[src/rtl/mem_arbiter_if.sv]
// IF/MM requester ports plus the byte-wide RAM port of the memory arbiter.
// slave is the arbiter's view of the bus; master is the requester/RAM side.
interface mem_arbiter_if #(
  parameter int ADDR_W = 17
);
  logic              if_req;
  logic [31:0]       if_addr;
  logic [31:0]       if_data;
  logic              if_done;
  logic              mm_req;
  logic              mm_we;
  logic [1:0]        mm_width;
  logic              mm_sign;
  logic [31:0]       mm_addr;
  logic [31:0]       mm_wdata;
  logic [31:0]       mm_rdata;
  logic              mm_done;
  logic [ADDR_W-1:0] ram_addr;
  logic              ram_wr;
  logic [7:0]        ram_din;
  logic [7:0]        ram_dout;

  modport slave (
    input  if_req, if_addr, mm_req, mm_we, mm_width, mm_sign, mm_addr, mm_wdata, ram_dout,
    output if_data, if_done, mm_rdata, mm_done, ram_addr, ram_wr, ram_din
  );

  modport master (
    output if_req, if_addr, mm_req, mm_we, mm_width, mm_sign, mm_addr, mm_wdata, ram_dout,
    input  if_data, if_done, mm_rdata, mm_done, ram_addr, ram_wr, ram_din
  );
endinterface

[src/rtl/mem_arbiter.sv]
// Serialises IF/MM requests onto one byte RAM port; MM wins; done = N+1 cycles (write) / N+2 (read).
// Requesters hold req until their done pulse; nothing is sampled while a transaction is in flight.
module mem_arbiter #(
  parameter int ADDR_W = 17
) (
  input  logic         clk,
  input  logic         rst,
  mem_arbiter_if.slave bus
);
  localparam logic [1:0] S_IDLE  = 2'd0;
  localparam logic [1:0] S_ISSUE = 2'd1;
  localparam logic [1:0] S_CAPT  = 2'd2;
  localparam logic [1:0] S_DONE  = 2'd3;

  logic [1:0]        state_q, state_d;
  logic [1:0]        k_q, k_d;
  logic [1:0]        last_q, last_d;
  logic              own_mm_q, own_mm_d;
  logic              we_q, we_d;
  logic              sign_q, sign_d;
  logic [ADDR_W-1:0] addr_q, addr_d;
  logic [31:0]       wdata_q, wdata_d;
  logic [31:0]       rd_q, rd_d;
  logic [ADDR_W-1:0] ram_addr_q, ram_addr_d;
  logic              ram_wr_q, ram_wr_d;
  logic [7:0]        ram_din_q, ram_din_d;
  logic [31:0]       if_data_q, if_data_d;
  logic [31:0]       mm_rdata_q, mm_rdata_d;
  logic              if_done_q, if_done_d;
  logic              mm_done_q, mm_done_d;

  logic              acc_mm;
  logic [ADDR_W-1:0] acc_addr;
  logic [1:0]        k_nx;
  logic [ADDR_W-1:0] addr_nx;
  logic [31:0]       rd_fin;

  // last_q holds N-1: 0 byte, 1 half, 3 word
  function automatic logic [31:0] extend(input logic [31:0] v, input logic [1:0] last,
                                         input logic sgn);
    case (last)
      2'd0:    extend = {{24{sgn & v[7]}}, v[7:0]};
      2'd1:    extend = {{16{sgn & v[15]}}, v[15:0]};
      default: extend = v;
    endcase
  endfunction

  always_comb begin
    state_d    = state_q;
    k_d        = k_q;
    last_d     = last_q;
    own_mm_d   = own_mm_q;
    we_d       = we_q;
    sign_d     = sign_q;
    addr_d     = addr_q;
    wdata_d    = wdata_q;
    rd_d       = rd_q;
    ram_addr_d = ram_addr_q;
    ram_wr_d   = 1'b0;
    ram_din_d  = ram_din_q;
    if_data_d  = if_data_q;
    mm_rdata_d = mm_rdata_q;
    if_done_d  = 1'b0;
    mm_done_d  = 1'b0;

    acc_mm   = bus.mm_req;
    acc_addr = acc_mm ? bus.mm_addr[ADDR_W-1:0] : bus.if_addr[ADDR_W-1:0];
    k_nx     = k_q + 2'd1;
    // only the low ADDR_W bits of addr+k ever reach the RAM, so 2^32 wrap is implied
    addr_nx  = addr_q + ADDR_W'(k_nx);
    rd_fin   = rd_q;
    rd_fin[{last_q, 3'b000} +: 8] = bus.ram_dout;

    case (state_q)
      S_IDLE: begin
        if (bus.mm_req || bus.if_req) begin
          state_d    = S_ISSUE;
          k_d        = 2'd0;
          own_mm_d   = acc_mm;
          we_d       = acc_mm & bus.mm_we;
          sign_d     = acc_mm & bus.mm_sign;
          last_d     = !acc_mm ? 2'd3 :
                       (bus.mm_width == 2'b00) ? 2'd0 :
                       (bus.mm_width == 2'b01) ? 2'd1 : 2'd3;
          addr_d     = acc_addr;
          wdata_d    = bus.mm_wdata;
          rd_d       = 32'd0;
          ram_addr_d = acc_addr;
          ram_wr_d   = acc_mm & bus.mm_we;
          if (acc_mm && bus.mm_we) ram_din_d = bus.mm_wdata[7:0];
        end
      end
      S_ISSUE: begin
        // RAM answers one cycle after the address, so byte k-1 lands now
        if (!we_q && k_q != 2'd0) rd_d[{k_q - 2'd1, 3'b000} +: 8] = bus.ram_dout;
        if (k_q == last_q) begin
          state_d   = we_q ? S_DONE : S_CAPT;
          mm_done_d = we_q;
        end else begin
          k_d        = k_nx;
          ram_addr_d = addr_nx;
          ram_wr_d   = we_q;
          if (we_q) ram_din_d = wdata_q[{k_nx, 3'b000} +: 8];
        end
      end
      S_CAPT: begin
        rd_d    = rd_fin;
        state_d = S_DONE;
        if (own_mm_q) begin
          mm_rdata_d = extend(rd_fin, last_q, sign_q);
          mm_done_d  = 1'b1;
        end else begin
          if_data_d = rd_fin;
          if_done_d = 1'b1;
        end
      end
      default: state_d = S_IDLE;
    endcase
  end

  always_ff @(posedge clk or negedge rst) begin
    if (!rst) begin
      state_q    <= S_IDLE;
      k_q        <= 2'd0;
      last_q     <= 2'd0;
      own_mm_q   <= 1'b0;
      we_q       <= 1'b0;
      sign_q     <= 1'b0;
      addr_q     <= '0;
      wdata_q    <= 32'd0;
      rd_q       <= 32'd0;
      ram_addr_q <= '0;
      ram_wr_q   <= 1'b0;
      ram_din_q  <= 8'd0;
      if_data_q  <= 32'd0;
      mm_rdata_q <= 32'd0;
      if_done_q  <= 1'b0;
      mm_done_q  <= 1'b0;
    end else begin
      state_q    <= state_d;
      k_q        <= k_d;
      last_q     <= last_d;
      own_mm_q   <= own_mm_d;
      we_q       <= we_d;
      sign_q     <= sign_d;
      addr_q     <= addr_d;
      wdata_q    <= wdata_d;
      rd_q       <= rd_d;
      ram_addr_q <= ram_addr_d;
      ram_wr_q   <= ram_wr_d;
      ram_din_q  <= ram_din_d;
      if_data_q  <= if_data_d;
      mm_rdata_q <= mm_rdata_d;
      if_done_q  <= if_done_d;
      mm_done_q  <= mm_done_d;
    end
  end

  assign bus.ram_addr = ram_addr_q;
  assign bus.ram_wr   = ram_wr_q;
  assign bus.ram_din  = ram_din_q;
  assign bus.if_data  = if_data_q;
  assign bus.if_done  = if_done_q;
  assign bus.mm_rdata = mm_rdata_q;
  assign bus.mm_done  = mm_done_q;
endmodule

[src/flat_wrapper.sv]
// flat-port wrapper written by rule: the top's interface ports become plain ports
module mem_arbiter_flat 
#(
  parameter int ADDR_W = 17
)
  (clk, rst, bus_if_req, bus_if_addr, bus_mm_req, bus_mm_we, bus_mm_width, bus_mm_sign, bus_mm_addr, bus_mm_wdata, bus_ram_dout, bus_if_data, bus_if_done, bus_mm_rdata, bus_mm_done, bus_ram_addr, bus_ram_wr, bus_ram_din);
  mem_arbiter_if #(.ADDR_W(ADDR_W)) bus_i ();
  input  logic clk;
  input  logic rst;
  input wire logic [$bits(bus_i.if_req)-1:0] bus_if_req;
  input wire logic [$bits(bus_i.if_addr)-1:0] bus_if_addr;
  input wire logic [$bits(bus_i.mm_req)-1:0] bus_mm_req;
  input wire logic [$bits(bus_i.mm_we)-1:0] bus_mm_we;
  input wire logic [$bits(bus_i.mm_width)-1:0] bus_mm_width;
  input wire logic [$bits(bus_i.mm_sign)-1:0] bus_mm_sign;
  input wire logic [$bits(bus_i.mm_addr)-1:0] bus_mm_addr;
  input wire logic [$bits(bus_i.mm_wdata)-1:0] bus_mm_wdata;
  input wire logic [$bits(bus_i.ram_dout)-1:0] bus_ram_dout;
  output wire logic [$bits(bus_i.if_data)-1:0] bus_if_data;
  output wire logic [$bits(bus_i.if_done)-1:0] bus_if_done;
  output wire logic [$bits(bus_i.mm_rdata)-1:0] bus_mm_rdata;
  output wire logic [$bits(bus_i.mm_done)-1:0] bus_mm_done;
  output wire logic [$bits(bus_i.ram_addr)-1:0] bus_ram_addr;
  output wire logic [$bits(bus_i.ram_wr)-1:0] bus_ram_wr;
  output wire logic [$bits(bus_i.ram_din)-1:0] bus_ram_din;
  assign bus_i.if_req = bus_if_req;
  assign bus_i.if_addr = bus_if_addr;
  assign bus_i.mm_req = bus_mm_req;
  assign bus_i.mm_we = bus_mm_we;
  assign bus_i.mm_width = bus_mm_width;
  assign bus_i.mm_sign = bus_mm_sign;
  assign bus_i.mm_addr = bus_mm_addr;
  assign bus_i.mm_wdata = bus_mm_wdata;
  assign bus_i.ram_dout = bus_ram_dout;
  assign bus_if_data = bus_i.if_data;
  assign bus_if_done = bus_i.if_done;
  assign bus_mm_rdata = bus_i.mm_rdata;
  assign bus_mm_done = bus_i.mm_done;
  assign bus_ram_addr = bus_i.ram_addr;
  assign bus_ram_wr = bus_i.ram_wr;
  assign bus_ram_din = bus_i.ram_din;
  mem_arbiter #(.ADDR_W(ADDR_W)) u_core (.clk(clk), .rst(rst), .bus(bus_i));
endmodule
[config.mk]
export PLATFORM = sky130hd
export DESIGN_NAME = mem_arbiter_flat
export DESIGN_NICKNAME = d
export VERILOG_FILES = /design/src/rtl/mem_arbiter_if.sv /design/src/rtl/mem_arbiter.sv /design/src/flat_wrapper.sv
export SDC_FILE = /design/constraint.sdc
export NUM_CORES = 1
export LEC_CHECK = 0
export BUFFER_PORTS_ARGS = -buffer_cell sky130_fd_sc_hd__buf_2
export CAP_MARGIN = 5
export CORE_MARGIN = 8
export CORE_UTILIZATION = 45
export CTS_CLUSTER_DIAMETER = 120
export DETAILED_ROUTE_END_ITERATION = 16
export GPL_ROUTABILITY_DRIVEN = 0
export PLACE_DENSITY = 0.77
export SLEW_MARGIN = 20
export SYNTH_ARGS = -nofsm -noshare
export SYNTH_HDL_FRONTEND = slang
export SYNTH_SLANG_ARGS = --single-unit
[constraint.sdc]
create_clock -name clk -period 3.9 [get_ports clk]
set_input_delay 0.39 -clock clk [delete_from_list [all_inputs] [get_ports clk]]
set_output_delay 0.39 -clock clk [all_outputs]
set_load 0.02 [all_outputs]
==> results.txt <==
Total CTS buffers - 17
Arr. time, crit path - 3.25 ns
Setup-failing EPs final - 0
Crit share post-route - 0.7603
HPWL Detailed - 16050 microns
Worst-path clk slew - 0.07 ns
Switching Fraction - 0.4341
Post-CTS Setup Repair Bufs - 0
Die X-Extent - 157.6 microns
Area grow syn2layout - 18.39%
Antenna-violating nets left - 0
Post-Route WL - 23270 microns
Relative slew slack - 0.2955
Hold Worst Slack - 0.06533 ns
Placed Cells - 1282
CP delay by family, top - simple AND/OR/NAND/NOR gates
Internal power - 5.284 mW
Routed via count - 7282
Share of the synthesized area in the top cell type - 0.5044
Vias in the first global route - 7224
Setup_tns - 0 ns
Pwr Density - 873.4 mW/mm^2
Startpoint Class - flop
Post-route insts no fill - 1314
CP Buf/Inv Count - 4
Share of cells above drive strength 1 - 0.2701
Post-synthesis cell area - 0.009029 sq mm
Slowest CP cell - or3b_2
Congestion Overflow GR - 0
Tmin final - 2.965 ns
Root Buffer - clkbuf_16
CP Max Fanout - 31
Placed Instance Area - 0.01010 sq mm
Final hold viol count - 0
Top post-synthesis cells by area - dfrtp_1, o21ai_0, mux2_2
RSZ-0062 raised after global routing - false
Post-synth EDFFs - 0
Starting Density - 0.4520
Clock power share - 0.184
Row count - 52
Max-slew violations - 0
Tightest Pin Transition - 1.056 ns
Die Y - 157.6 microns
Critical path class - flop to flop
Worst-Skew Late Latency - 0.43 ns
CTS Sinks - 182
Sequential share of the synthesized area - 0.5044
Post-Syn Nets - 1018
Drt drc - 0
Post-layout util - 0.5351
Max Clock Skew - 0.007713 ns
Global-route wire length before repair - 37430 microns
Synth area leader - dfrtp_1
I/O Pins - 204
Hold Path Class - input port to asynchronous set/reset pin
Yosys reg bits - 182
Setup crit end kind - flop
# diodes - 0
P_sw - 4.052 mW
DR pass1 iterations - 7
Via/cell ratio - 5.542
Highest clock rate - 337.3 MHz
Sequential Power Share - 0.332
First DRT Iteration DRCs - 534
Fillcell total - 1784
Post-route cell area - 0.01069 sq mm
Core Region - 0.01997 sq mm
Comb pwr share - 0.484
Ys flop type - dfrtp_1
Distinct cells, synth - 59
MaxCap Viol Count - 0
Peak supply drop - 0.4835 mV
Critical path cell sequence - inv_1 -> ha_1 -> or3b_2 -> nand3b_1 -> inv_1 -> buf_4 -> nand2_1 -> buf_4 -> o22ai_1
Critical Path RT - 4.19 ns
Post-CTS Resized - 0
P_leak - 4.943 nW
Largest net degree at the start of global routing - 96
CP max stage delay - 0.55 ns
Buffers from clock root to sink, at most - 2
Layout Nets - 1162
Gr usage total - 0.1890
CTS H-tree depth - 4
Syn Inst Count - 887
TritonCTS clock tree - yes
# hold bufs at CTS - 0
Synth async-reset ratio - 1.000
Die area - 0.02485 sq mm
Outcome - completed
Synth Area per Inst - 10.18 sq um
Average wire per standard cell - 17.71 microns
PortBufs - 173
Initial antenna violation count - 5
Number of synthesis warnings - 0
[sequential cells by signal, indices dropped and copies added (netlist names), 8 cells and up]
name                 flops
u_core.bus.ram_din       8
u_core.bus.if_data      32
u_core.bus.mm_rdata     32
u_core.wdata_q          32
u_core.bus.ram_addr     17
u_core.rd_q             32
u_core.addr_q           17
[through the flow]
step           power (mW)  worst slack, ns
6_report            9.336           0.9349
5_1_grt             9.957           0.7396
4_1_cts             9.403           0.9413
3_5_place_dp        7.668           0.9529
3_3_place_gp        7.528           0.9849
2_1_floorplan       6.362            1.231
[cells in the final DEF, fill, tap and decap left out, types with 29 or more instances in the layout]
cell and count:
a21oi_1 32, a2bb2oi_1 33, buf_2 172, dfrtp_1 182, inv_1 35, mux2_2 36
nand2_1 101, nor2_1 69, o21ai_0 97, o22ai_1 29
[cells in the mapped netlist (all sizes together), types with 2 or more instances]
master and number:
nand3b 2, o22a 24, nor3b 3, a211oi 3, or3b 2, inv 35, a2bb2oi 33, mux4 8
nor4b 2, clkinv 2, ha 18, nand3 8, nor4 3, o21a 2, xor2 11, nor2 69
mux2i 25, a21oi 34, clkbuf 38, nor3 12, nand4 3, buf 25, nand4b 3, nor2b 9
a22oi 7, nand2 101, a31oi 15, dfrtp 182, o21ai 99, nand2b 4, and3 3, a21o 5
or2 3, a32oi 2, a22o 10, mux2 36, xnor2 5, o22ai 29
[worst reg2reg max path: cells and delay by family, from the launching register on]
family | cells | cell delay, ns
compound gates | 1 | 0.17
buf+inv | 4 | 0.74
simple gates | 3 | 1.11
flops | 1 | 0.42
fa+ha+maj | 1 | 0.40
[area by class of cell]
type | instances | area [sq um] | area share
sequential | 182 | 4554 | 0.4261
multi-input combinational | 605 | 4075 | 0.3812
timing repair buffer | 188 | 997.2 | 0.09329
clock buffer | 17 | 425.4 | 0.03980
tap | 270 | 337.8 | 0.03160
clock inverter | 15 | 160.2 | 0.01498
inverter | 37 | 138.9 | 0.01299
[logic make-up (layout without fill, tap and decap cells)]
| logic type | Yosys count | in the layout | synth area share |
|---|---|---|---|
| buffers and inverters | 100 | 257 | 0.04656 |
| AO/OA/AOI/OAI | 269 | 269 | 0.1958 |
| AND/OR/NAND/NOR | 232 | 232 | 0.1171 |
| adder cells (fa/ha/maj) | 19 | 19 | 0.02716 |
| multiplexers | 69 | 69 | 0.09257 |
| XOR/XNOR | 16 | 16 | 0.01635 |
| flip-flops | 182 | 182 | 0.5044 |
[power by group through the flow]
stage / Combinational [mW] / Sequential [mW] / Clock (mW)
2_1_floorplan: 2.85 / 3.51 / 0
3_3_place_gp: 4.43 / 3.10 / 0
3_5_place_dp: 4.54 / 3.13 / 0
4_1_cts: 4.55 / 3.09 / 1.76
5_1_grt: 4.93 / 3.20 / 1.83
6_report: 4.52 / 3.10 / 1.72
[worst paths after layout]
kind	end	slack, ns	start	depth (start not counted)
setup / recovery	u_core.rd_q[10]	0.93	u_core.state_q[0]	9
hold / removal	u_core.bus.if_data[4]	0.07	rst	1
setup reg to reg	u_core.rd_q[10]	0.93	u_core.state_q[0]	9
hold reg to reg	u_core.bus.if_data[28]	0.47	u_core.bus.if_data[28]	2
max in group asynchronous	u_core.bus.if_data[18]	2.90	rst	2
min in group clk	u_core.wdata_q[13]	0.19	bus_mm_wdata[13]	2
[layer usage]
metal	up-vias	track usage	wire (microns)	part of all wire
met5	-	0	54	0.0023
met4	10	0.04533	352	0.015
met3	31	0.05569	1886	0.081
met2	264	0.3028	10780	0.46
met1	3522	0.2477	10200	0.44
li1	3455	-	-	-
Power figures use the tool's default switching activity.
